===== config.mk =====
export PLATFORM = sky130hd
export DESIGN_NAME = pgm_ddram_loader
export DESIGN_NICKNAME = d
export VERILOG_FILES = /design/src/rtl/pgm_ddram_loader.sv
export SDC_FILE = /design/constraint.sdc
export NUM_CORES = 1
export LEC_CHECK = 0
export ABC_CLOCK_PERIOD_IN_PS = 4200
export CAP_MARGIN = 20
export CORE_UTILIZATION = 30
export DETAILED_ROUTE_END_ITERATION = 8
export GPL_TIMING_DRIVEN = 0
export PLACE_DENSITY = 0.56
export SKIP_CTS_REPAIR_TIMING = 1
export SLEW_MARGIN = 20
export SYNTH_ARGS = -nofsm -noshare
export SYNTH_HDL_FRONTEND = slang
export SYNTH_SLANG_ARGS = --single-unit

===== constraint.sdc =====
create_clock -name clk -period 4.2 [get_ports clk]
set_input_delay 1.26 -clock clk [delete_from_list [all_inputs] [get_ports clk]]
set_output_delay 1.26 -clock clk [all_outputs]
set_load 0.01 [all_outputs]

===== src/rtl/pgm_ddram_loader.sv =====
// rtl/pgm_ddram_loader.sv - packs the 16-bit HPS ioctl download stream into 64-bit DDRAM quadword writes
module pgm_ddram_loader #(
  parameter logic [31:0] BASE_ADDR    = 32'h3000_0000,
  parameter int unsigned REGION_SHIFT = 24,
  parameter int unsigned NUM_REGIONS  = 4,
  parameter bit          SWAP_BYTES   = 1'b0
) (
  input  logic        clk,
  input  logic        reset_n,
  input  logic        ioctl_download,
  input  logic        ioctl_wr,
  input  logic [26:0] ioctl_addr,
  input  logic [15:0] ioctl_dout,
  input  logic [7:0]  ioctl_index,
  output logic        ioctl_wait,
  output logic [28:0] ddram_addr,
  output logic [63:0] ddram_din,
  output logic [7:0]  ddram_be,
  output logic        ddram_we,
  output logic [3:0]  ddram_burstcnt,
  input  logic        ddram_busy,
  output logic        load_done,
  output logic [23:0] words_written
);

  typedef enum logic [1:0] {S_IDLE, S_LOAD, S_DRAIN, S_DONE} state_e;

  state_e      state_q, state_d;
  logic [63:0] pdata_q, pdata_d;
  logic [7:0]  pbe_q, pbe_d;
  logic [28:0] ptag_q, ptag_d;
  logic        pvalid_q, pvalid_d;
  logic        we_q, we_d;
  logic [28:0] addr_q, addr_d;
  logic [63:0] din_q, din_d;
  logic [7:0]  be_q, be_d;
  logic [23:0] cnt_q, cnt_d;

  logic [31:0] byte_addr;
  logic [28:0] s_tag;
  logic [1:0]  s_lane;
  logic [15:0] s_word;
  logic        idx_ok, strobe, out_free, accept, tag_hit;
  logic        full_flush, miss_flush, old_out, drain_req, merge_flush, cnt_clr;
  logic [63:0] m_data;
  logic [7:0]  m_be;
  logic [28:0] m_tag;
  logic        m_valid;
  logic        unused_bits;

  assign byte_addr   = BASE_ADDR + (32'(ioctl_index) << REGION_SHIFT) + {5'd0, ioctl_addr[26:1], 1'b0};
  assign s_tag       = byte_addr[31:3];
  assign s_lane      = ioctl_addr[2:1];
  assign s_word      = SWAP_BYTES ? {ioctl_dout[7:0], ioctl_dout[15:8]} : ioctl_dout;
  assign idx_ok      = 32'(ioctl_index) < NUM_REGIONS;
  assign unused_bits = ^{byte_addr[2:0], ioctl_addr[0]};

  assign strobe     = (state_q == S_LOAD) && ioctl_wr && idx_ok;
  assign out_free   = !we_q || !ddram_busy;
  assign accept     = we_q && !ddram_busy;
  assign tag_hit    = pvalid_q && (ptag_q == s_tag);
  assign full_flush = pvalid_q && (pbe_q == 8'hFF) && out_free;
  assign miss_flush = strobe && pvalid_q && !tag_hit && out_free;
  assign old_out    = full_flush || miss_flush;
  assign drain_req  = ((state_q == S_LOAD) && !ioctl_download) || (state_q == S_DRAIN);

  // Pack contents after this cycle's strobe; the registered pack leaves first if it is displaced.
  always_comb begin
    m_data  = pdata_q;
    m_be    = pbe_q;
    m_tag   = ptag_q;
    m_valid = pvalid_q;
    if (old_out) begin
      m_data  = '0;
      m_be    = '0;
      m_valid = 1'b0;
    end
    if (strobe) begin
      if (!m_valid || !tag_hit) begin
        m_data = '0;
        m_be   = '0;
      end
      m_data[16*s_lane +: 16] = s_word;
      m_be[2*s_lane +: 2]     = 2'b11;
      m_tag                   = s_tag;
      m_valid                 = 1'b1;
    end
  end

  // A word arriving together with the download fall is merged before the pack is written out.
  assign merge_flush = !old_out && drain_req && m_valid && out_free;

  always_comb begin
    pdata_d  = m_data;
    pbe_d    = m_be;
    ptag_d   = m_tag;
    pvalid_d = m_valid;
    we_d     = we_q;
    addr_d   = addr_q;
    din_d    = din_q;
    be_d     = be_q;
    if (merge_flush) begin
      pdata_d  = '0;
      pbe_d    = '0;
      pvalid_d = 1'b0;
    end
    if (accept) we_d = 1'b0;
    if (old_out) begin
      we_d   = 1'b1;
      addr_d = ptag_q;
      din_d  = pdata_q;
      be_d   = pbe_q;
    end else if (merge_flush) begin
      we_d   = 1'b1;
      addr_d = m_tag;
      din_d  = m_data;
      be_d   = m_be;
    end
  end

  always_comb begin
    state_d = state_q;
    cnt_clr = 1'b0;
    case (state_q)
      S_IDLE: begin
        if (ioctl_download) begin
          state_d = S_LOAD;
          cnt_clr = 1'b1;
        end
      end
      S_LOAD: begin
        if (!ioctl_download) state_d = S_DRAIN;
      end
      S_DRAIN: begin
        // A new download during the drain restarts loading without a done pulse.
        if (!pvalid_q && out_free) begin
          if (ioctl_download) begin
            state_d = S_LOAD;
            cnt_clr = 1'b1;
          end else begin
            state_d = S_DONE;
          end
        end
      end
      S_DONE:  state_d = S_IDLE;
      default: state_d = S_IDLE;
    endcase
  end

  always_comb begin
    cnt_d = cnt_q;
    if (accept && (cnt_q != 24'hFF_FFFF)) cnt_d = cnt_q + 24'd1;
    if (cnt_clr) cnt_d = '0;
  end

  always_ff @(posedge clk or negedge reset_n) begin
    if (!reset_n) begin
      state_q  <= S_IDLE;
      pdata_q  <= '0;
      pbe_q    <= '0;
      ptag_q   <= '0;
      pvalid_q <= 1'b0;
      we_q     <= 1'b0;
      addr_q   <= '0;
      din_q    <= '0;
      be_q     <= '0;
      cnt_q    <= '0;
    end else begin
      state_q  <= state_d;
      pdata_q  <= pdata_d;
      pbe_q    <= pbe_d;
      ptag_q   <= ptag_d;
      pvalid_q <= pvalid_d;
      we_q     <= we_d;
      addr_q   <= addr_d;
      din_q    <= din_d;
      be_q     <= be_d;
      cnt_q    <= cnt_d;
    end
  end

  assign ioctl_wait     = we_q;
  assign ddram_we       = we_q;
  assign ddram_addr     = addr_q;
  assign ddram_din      = din_q;
  assign ddram_be       = be_q;
  assign ddram_burstcnt = 4'd1;
  assign load_done      = (state_q == S_DONE);
  assign words_written  = cnt_q;

endmodule


==> metrics, run 1 <==
Top FF cell, synth dfrtp_1; top cells by area, synth dfrtp_1 52%, a22o_1 5.9%, nand2_1 5.2%; # port buffers 182; drc violations 0; Crit Path Max Fanout 10; HPWL after detailed placement 24420 microns; Synth Warn # 0; crit start category input port; Post-synth top cells 230 x dfrtp_1, 152 x nand2_1, 107 x nor2_1, 86 x o21ai_0, 74 x a22o_1; Worst-Skew Late Latency 540 ps; clock transition at the registers of the reported paths 60 ps; clock buffer depth 3; first-pass GRT wire length 54540 microns; final core area utilization 0.4188; reg-to-reg slack, setup 790 ps; Max Freq 242.8 MHz; status finished, final reports clean; Slew Limit Fails 0; final setup fails 0; clock tree sinks 230; GR Util All Layers 0.1821; wire length per cell 18.62 microns; Initial DRC Count 594; Total Nets Final 1464; diode count 0; Clock Skews 18.57 ps; WL final 34940 microns; Post-Syn Area 11020 sq um; GP Congestion 0.8060; TritonCTS clock tree yes; Hold Fails Final Rpt 0; Synth area leader dfrtp_1; Total Power 5.169 mW; vias 9637; FFs w/ async S/R, synth 1.000; core area 35830 sq um; die height 193.7 microns; initial cell density of the core 0.3076; area share of the largest cell type after synthesis 0.5223; leading cell type by number of instances after synthesis dfrtp_1; TritonRoute pass-1 iters 5; mean area per synthesized cell 9.500 sq um; Ports 188; CTS buffer count 26; GRT Residual Overflow 0; initial antenna violation count 1; met2 wire length 16400 microns; crit path time final 4118 ps; Syn-to-layout area delta 36.16%; Root Driver clkbuf_16; Hold WC Path Type register to register; Die Wd 193.7 microns; Yosys cell types 56; Post-synth EDFFs 0; Tcrit/Tclk final 0.9804; RSZ-0062 raised after global routing false; setup tns final 0 ps; DIE AREA 37510 sq um; FP Rows 69; sequential element share of the synthesized area 0.5223; crit path DAT 4580 ps; Highest Signal Layer met5; Met3 Wirelength 1822 microns; number of H-tree levels 1; leak pwr 6.533 nW; Worst VDD drop 0.0002659 V; met1 WL 16090 microns; max-cap violations 0; vias in the first global route 9443; pwr dens 344.4 nW/um^2; #FFs+latches synth 230; Vias/cell 5.134; CP Data Required Time 4660 ps; layout cells sized above 1 0.1066; Slew headroom 0.3732; Crit Path Class input port to register; CP endpoint kind register; cells after synthesis 1160; Worst Max-Slew Pin Slew 936.8 ps; antenna-violating nets left 0; largest net degree at the start of global routing 94; Hold WS 474.5 ps
## power by group
part	internal (mW)	switching (mW)	total (mW)	leakage, nW
clock network	1.45	0.948	2.40	0.432
logic	0.184	0.259	0.443	2.90
registers	2.27	0.0527	2.32	3.20
total	3.91	1.26	5.17	6.53
## layout by cell type, fill, tap and decap left out, types with 12 or more instances in the layout
cell	netlist	layout
a21oi_1	72	70
nand3_1	34	34
nand4_1	14	14
o21ai_0	86	79
inv_1	68	68
nor2_1	107	104
dfrtp_1	230	230
buf_6	1	12
a22o_1	74	74
clkbuf_16	0	26
a22oi_1	64	64
xnor2_1	21	21
clkbuf_1	51	31
xor2_1	32	29
nand2_1	152	152
o21ai_1	9	14
buf_4	6	28
clkdlybuf4s50_1	0	177
## worst paths after layout
check                                     from             end  depth (start not counted)
worst min-delay path            ddram_addr[16]  ddram_addr[16]                          2
max in group asynchronous              reset_n   ddram_din[24]                          2
worst max register to register        pvalid_q   ddram_din[50]                          8
min in group asynchronous              reset_n  ddram_addr[15]                          1
worst min register to register  ddram_addr[16]  ddram_addr[16]                          2
worst max-delay path            ioctl_index[2]     pdata_q[42]                         12
## kinds of logic after synthesis
| family | synth area share |
|---|---|
| AOI/OAI and AO/OA | 0.2098 |
| and+or+nand+nor | 0.1609 |
| buffers and inverters | 0.05120 |
| xor gates and xnor gates | 0.04212 |
| adders and majority gates | 0.01203 |
| other | 0.0006815 |
| muxes | 0.001022 |
| DFF | 0.5223 |
## per-stage QoR
stage,area (sq um),setup WS [ps],instances
detailed placement,13510,-1777,1808
floorplan,11040,-43.60,1162
global placement,13440,-8504,1805
finish,15010,82.17,1877
global route,15010,26.01,1877
CTS,14410,-1227,1854
## registers in the layout (all words and copies together), names as in the netlist, 2 cells and up
signal / cells
state_q: 2
ddram_din: 64
pbe_q: 8
ddram_addr: 29
ddram_be: 8
ptag_q: 29
words_written: 24
pdata_q: 64
## per-layer routing
layer  up-vias  global-route usage
met5         -                   0
met1      4732              0.2613
met2       298              0.2897
li1       4562                   -
met3        43             0.02731
met4         2             0.03941
## worst max-delay path, stage by stage
cell and delay, ps:
clkdlybuf4s50_1 530, ha_4 250, xor2_4 200, xor2_2 180, or4b_4 560, or4_4 450
buf_8 170, nor4_4 260, buf_4 200, clkbuf_2 280, a21oi_1 110, nor2_1 120
## layout make-up
cell class	instances	area, sq um
Timing Repair Buffer	208	2079
Buffer	71	459.2
Tap cell	461	576.8
Clock buffer	36	728.2
Clock inverter	10	166.4
Fill cell	3508	20820
Inverter	68	255.2
Sequential cell	230	5756
Multi-Input combinational cell	793	4985
Power figures use the tool's default switching activity.
==> run 2, diff against run 1 <==
--- a/config.mk
+++ b/config.mk
@@ -5,7 +5,7 @@
 export SDC_FILE = /design/constraint.sdc
 export NUM_CORES = 1
 export LEC_CHECK = 0
-export ABC_CLOCK_PERIOD_IN_PS = 4200
+export ABC_CLOCK_PERIOD_IN_PS = 4400
 export CAP_MARGIN = 20
 export CORE_UTILIZATION = 30
 export DETAILED_ROUTE_END_ITERATION = 8
@@ -16,3 +16,4 @@
 export SYNTH_ARGS = -nofsm -noshare
 export SYNTH_HDL_FRONTEND = slang
 export SYNTH_SLANG_ARGS = --single-unit
+export TNS_END_PERCENT = 20
==> constraint.sdc (replaced) <==
create_clock -name clk -period 4.4 [get_ports clk]
set_input_delay 0.44 -clock clk [delete_from_list [all_inputs] [get_ports clk]]
set_output_delay 0.44 -clock clk [all_outputs]
set_load 0.01 [all_outputs]
==> run 2 against run 1 <==
Critical path depth stayed put; clock skew is 4.4 ps lower; clock-buffer cell count is 3 higher; via count is 0.98% lower; sequential cell count stayed put.
==> metrics, run 2 (synthesized netlist as in run 1, its figures left out) <==
status finished, final reports clean; Hold Fails Final Rpt 0; clock transition at the registers of the reported paths 60 ps; initial antenna violation count 1; Worst Max-Slew Pin Slew 846.0 ps; clock tree sinks 230; most frequent cells in the layout 230 x dfrtp_1, 181 x clkdlybuf4s50_1, 152 x nand2_1; core area 35830 sq um; GR Util All Layers 0.1844; Slew Limit Fails 0; max-cap violations 0; TritonCTS clock tree yes; WP buf/inv 2; Cell Area, Placed 13500 sq um; GP Congestion 0.8169; setup ws final 33.56 ps; die height 193.7 microns; Root Driver clkbuf_16; HPWL after detailed placement 24770 microns; most common cell after layout, fill and taps aside dfrtp_1; drc violations 0; layout cells sized above 1 0.06509; setup tns final 0 ps; Worst-Skew Late Latency 540 ps; vias in the first global route 9606; wire length per cell 18.65 microns; Fillers 3512; Hold WC Path Type register to register; # port buffers 182; Tcrit/Tclk final 0.9924; cell area after layout 14470 sq um; footprint of the multi-input gates 4721 sq um; WL final 34660 microns; FP Rows 69; Clock Skews 14.21 ps; ordered cell list for the critical path clkdlybuf4s50_1 -> ha_1 -> fa_1 -> xor2_1 -> a2111oi_0 -> nand4_1 -> nor4_1 -> o211ai_1 -> a21oi_1 -> a2bb2oi_1 -> clkbuf_1 -> o21ai_0; antenna-violating nets left 0; CP Data Required Time 4800 ps; vias 9543; crit start category input port; Slew headroom 0.4339; leak pwr 6.280 nW; DIE AREA 37510 sq um; Syn-to-layout area delta 31.34%; CTS buffer count 28; largest net degree at the start of global routing 82; Crit Path Max Fanout 10; crit path DAT 4770 ps; Critical Path Max Stage Delay 640 ps; diode count 0; GRT Residual Overflow 0; Die Wd 193.7 microns; Initial DRC Count 562; TritonRoute pass-1 iters 7; RSZ-0062 raised after global routing true; CP endpoint kind register; Total Nets Final 1444; Reg area 5756 sq um; Ports 188; CP max stage cell a2bb2oi_1; Max Freq 229.0 MHz; delay-heaviest family, CP compound AO/OA/AOI/OAI gates; clock buffer depth 3; Crit Path Class input port to register; pwr dens 342.1 nW/um^2; Worst VDD drop 0.0003258 V; number of H-tree levels 1; initial cell density of the core 0.3076; first-pass GRT wire length 55180 microns; Vias/cell 5.133; final setup fails 0; dpl ws -779.6 ps; crit path time final 4366 ps
[run 2: cell count changes in the layout (fill, tap and decap cells not counted), moves of 6 or more]
cell      previous run  this run
buf_2                4        10
clkbuf_4            10         0
clkbuf_1            31        44
buf_6               12         1
buf_4               28         7
o21ai_0             79        86
[run 2: worst reg2reg max path: stages (launching register included)]
cell	delay, ps
dfrtp_1	400
xor2_1	180
a2111oi_0	450
nand4_1	160
nor4_1	380
o211ai_1	400
a21oi_1	400
a2bb2oi_1	640
clkbuf_1	440
o21ai_0	160
[run 2: worst paths after layout]
kind                                     start        endpoint  slack (ps)  cells after the start
min in group asynchronous              reset_n  ddram_addr[15]         490                      2
worst max register to register      ptag_q[10]   ddram_din[46]         650                      9
worst max-delay path            ioctl_addr[24]   ddram_din[46]          30                     12
worst min-delay path            ddram_addr[15]  ddram_addr[15]         470                      2
worst min register to register  ddram_addr[15]  ddram_addr[15]         470                      2
max in group asynchronous              reset_n   ddram_din[25]        2700                      4
[run 2: metrics by stage]
| stage | hold slack, ps | power [mW] | cells | util |
|---|---|---|---|---|
| after global placement | 465.3 | 2.630 | 1805 | 0.3748 |
| final | 474.3 | 4.952 | 1859 | 0.4040 |
| after detailed placement | 458.4 | 2.642 | 1808 | 0.3768 |
| after CTS | -118.3 | 5.015 | 1858 | 0.4032 |
| after floorplan | 144.4 | 2.420 | 1162 | - |
| after global routing | 500.7 | 5.150 | 1859 | 0.4040 |
[run 2: final cells by class]
| type | instances | area share |
|---|---|---|
| Clock buffer | 39 | 0.05757 |
| Buffer | 71 | 0.02222 |
| Clock inverter | 11 | 0.007694 |
| Timing Repair Buffer | 186 | 0.1312 |
| Tap cell | 461 | 0.03985 |
| Multi-Input combinational cell | 793 | 0.3262 |
| Inverter | 68 | 0.01763 |
| Sequential cell | 230 | 0.3976 |
[run 2: metal layers]
metal  share of wire  up-vias  global-route usage  wire (microns)
met2            0.46      284              0.2976           16000
met4           0.029        2             0.05422            1003
li1                -     4511                   -               -
met3           0.055       61             0.02644            1894
met5         0.00032        -                   0              11
met1            0.45     4685              0.2563           15760
[run 2: power breakdown]
part	total (mW)	switching (mW)	internal, mW
clock	2.35	0.919	1.43
combinational	0.386	0.226	0.160
sequential	2.22	0.0498	2.17
==> run 3, diff against run 2 <==
--- a/config.mk
+++ b/config.mk
@@ -8,9 +8,11 @@
 export ABC_CLOCK_PERIOD_IN_PS = 4400
 export CAP_MARGIN = 20
 export CORE_UTILIZATION = 30
+export CTS_BUF_LIST = sky130_fd_sc_hd__clkbuf_8
 export DETAILED_ROUTE_END_ITERATION = 8
 export GPL_TIMING_DRIVEN = 0
 export PLACE_DENSITY = 0.56
+export REMOVE_ABC_BUFFERS = 1
 export SKIP_CTS_REPAIR_TIMING = 1
 export SLEW_MARGIN = 20
 export SYNTH_ARGS = -nofsm -noshare
==> run 3 against run 2 <==
Clock power is 8% lower; sequential cell count stayed put; design area is 1.5% higher; non-clock buffer count is 41 lower; register-to-register slack better by 40 ps; sequential power hardly changed; largest cell class unchanged.
==> metrics, run 3 (synthesized netlist as in run 1, its figures left out) <==
Crit Path Class input port to register; GP Congestion 0.8067; crit path DAT 4790 ps; Max Freq 232.1 MHz; max-cap violations 0; TritonCTS clock tree yes; crit start category input port; core area 35830 sq um; CP Data Required Time 4880 ps; status finished, final reports clean; clock tree sinks 230; Crit Path Max Fanout 28; clock buffer depth 3; TritonRoute pass-1 iters 5; # port buffers 182; final core area utilization 0.4102; Total Nets Final 1420; leak pwr 6.419 nW; die height 193.7 microns; layout cells sized above 1 0.08749; Tcrit/Tclk final 0.9792; Worst-Skew Late Latency 570 ps; Root Driver clkbuf_8; FP Rows 69; largest net degree at the start of global routing 92; vias 9469; initial cell density of the core 0.3076; Worst Max-Slew Pin Slew 1077 ps; Initial DRC Count 490; drc violations 0; CP endpoint kind register; Syn-to-layout area delta 33.36%; final setup fails 0; Slew headroom 0.2763; Slew Limit Fails 0; Fillers 3473; wire length per cell 18.31 microns; DIE AREA 37510 sq um; most common cell after layout, fill and taps aside dfrtp_1; clock transition at the registers of the reported paths 60 ps; vias in the first global route 9362; initial antenna violation count 1; HPWL after detailed placement 22960 microns; Vias/cell 5.132; setup tns final 0 ps; CTS buffer count 45; Hold WC Path Type input port to asynchronous set/reset pin; most frequent cells in the layout 230 x dfrtp_1, 181 x clkdlybuf4s50_1, 152 x nand2_1; Total Power 4.765 mW; Clock Skews 17.74 ps; Placed Instances 1763; GR Util All Layers 0.1784; pwr dens 324.2 nW/um^2; antenna-violating nets left 0; Hold Fails Final Rpt 0; Worst VDD drop 0.0001808 V; Ports 188; WL final 33780 microns; number of H-tree levels 2; GRT Residual Overflow 0; crit path time final 4309 ps; fin cells 1845; first-pass GRT wire length 53390 microns; Die Wd 193.7 microns
## run 3: cell types whose count changed in the layout (fill, tap and decap cells not counted), moves of 9 or more
cell       delta
inv_1        +13
buf_16       +10
clkbuf_2     -10
clkbuf_8     +50
clkbuf_1     -44
clkbuf_16    -29
buf_2         -9
## run 3: critical path, stage by stage
cell and delay (ps):
clkdlybuf4s50_1 440, ha_1 250, fa_1 500, xor2_1 200, a2111oi_0 580, nand4_1 230, nor4_1 470, o211ai_1 510
a31oi_4 410, buf_16 210, buf_16 170, buf_16 180, a22oi_1 100, o21ai_0 90
## run 3: final timing paths
kind | start | endpoint | slack (ps) | cells past startpoint
worst max-delay path | ioctl_addr[24] | ddram_din[9] | 90 | 14
worst min-delay path | reset_n | ddram_addr[5] | 410 | 2
worst max register to register | ptag_q[1] | ddram_din[9] | 690 | 11
worst min register to register | ddram_addr[23] | ddram_addr[23] | 480 | 2
max in group asynchronous | reset_n | ddram_din[21] | 2790 | 4
min in group clk | ddram_addr[23] | ddram_addr[23] | 480 | 2
## run 3: area by class of cell
cell class                      count  area, sq um  area share
Sequential cell                   230         5756      0.3916
Multi-Input combinational cell    793         4792      0.3261
Timing Repair Buffer              216         2421      0.1647
Clock buffer                       57        784.5     0.05338
Tap cell                          461        576.8     0.03925
Inverter                           68        255.2     0.01737
Clock inverter                     19        108.9    0.007407
Antenna cell                        1        2.502   0.0001703
## run 3: metal layers
layer,track usage,wire [microns],part of all wire,up-vias
met3,0.03166,1580,0.047,51
li1,-,-,-,4483
met1,0.2483,16010,0.47,4706
met4,0.06370,827,0.024,0
met5,0,0,0,-
met2,0.2777,15370,0.45,229
## run 3: where the power goes
part | switching, mW | leakage, nW | internal [mW]
Sequential | 0.0471 | 3.20 | 2.17
Clock | 0.949 | 0.505 | 1.21
Combinational | 0.224 | 2.71 | 0.166
Total | 1.22 | 6.42 | 3.54
## run 3: stage by stage
| stage | worst slack [ps] | hold slack (ps) | cell area (sq um) |
|---|---|---|---|
| after floorplan | -4026 | 144.4 | 10720 |
| after global placement | -9402 | 462.6 | 13120 |
| after detailed placement | -773.2 | 469.6 | 13750 |
| after CTS | -245.1 | -138.5 | 14650 |
| after global routing | -4.633 | 457.9 | 14700 |
| final | 91.33 | 414.1 | 14700 |
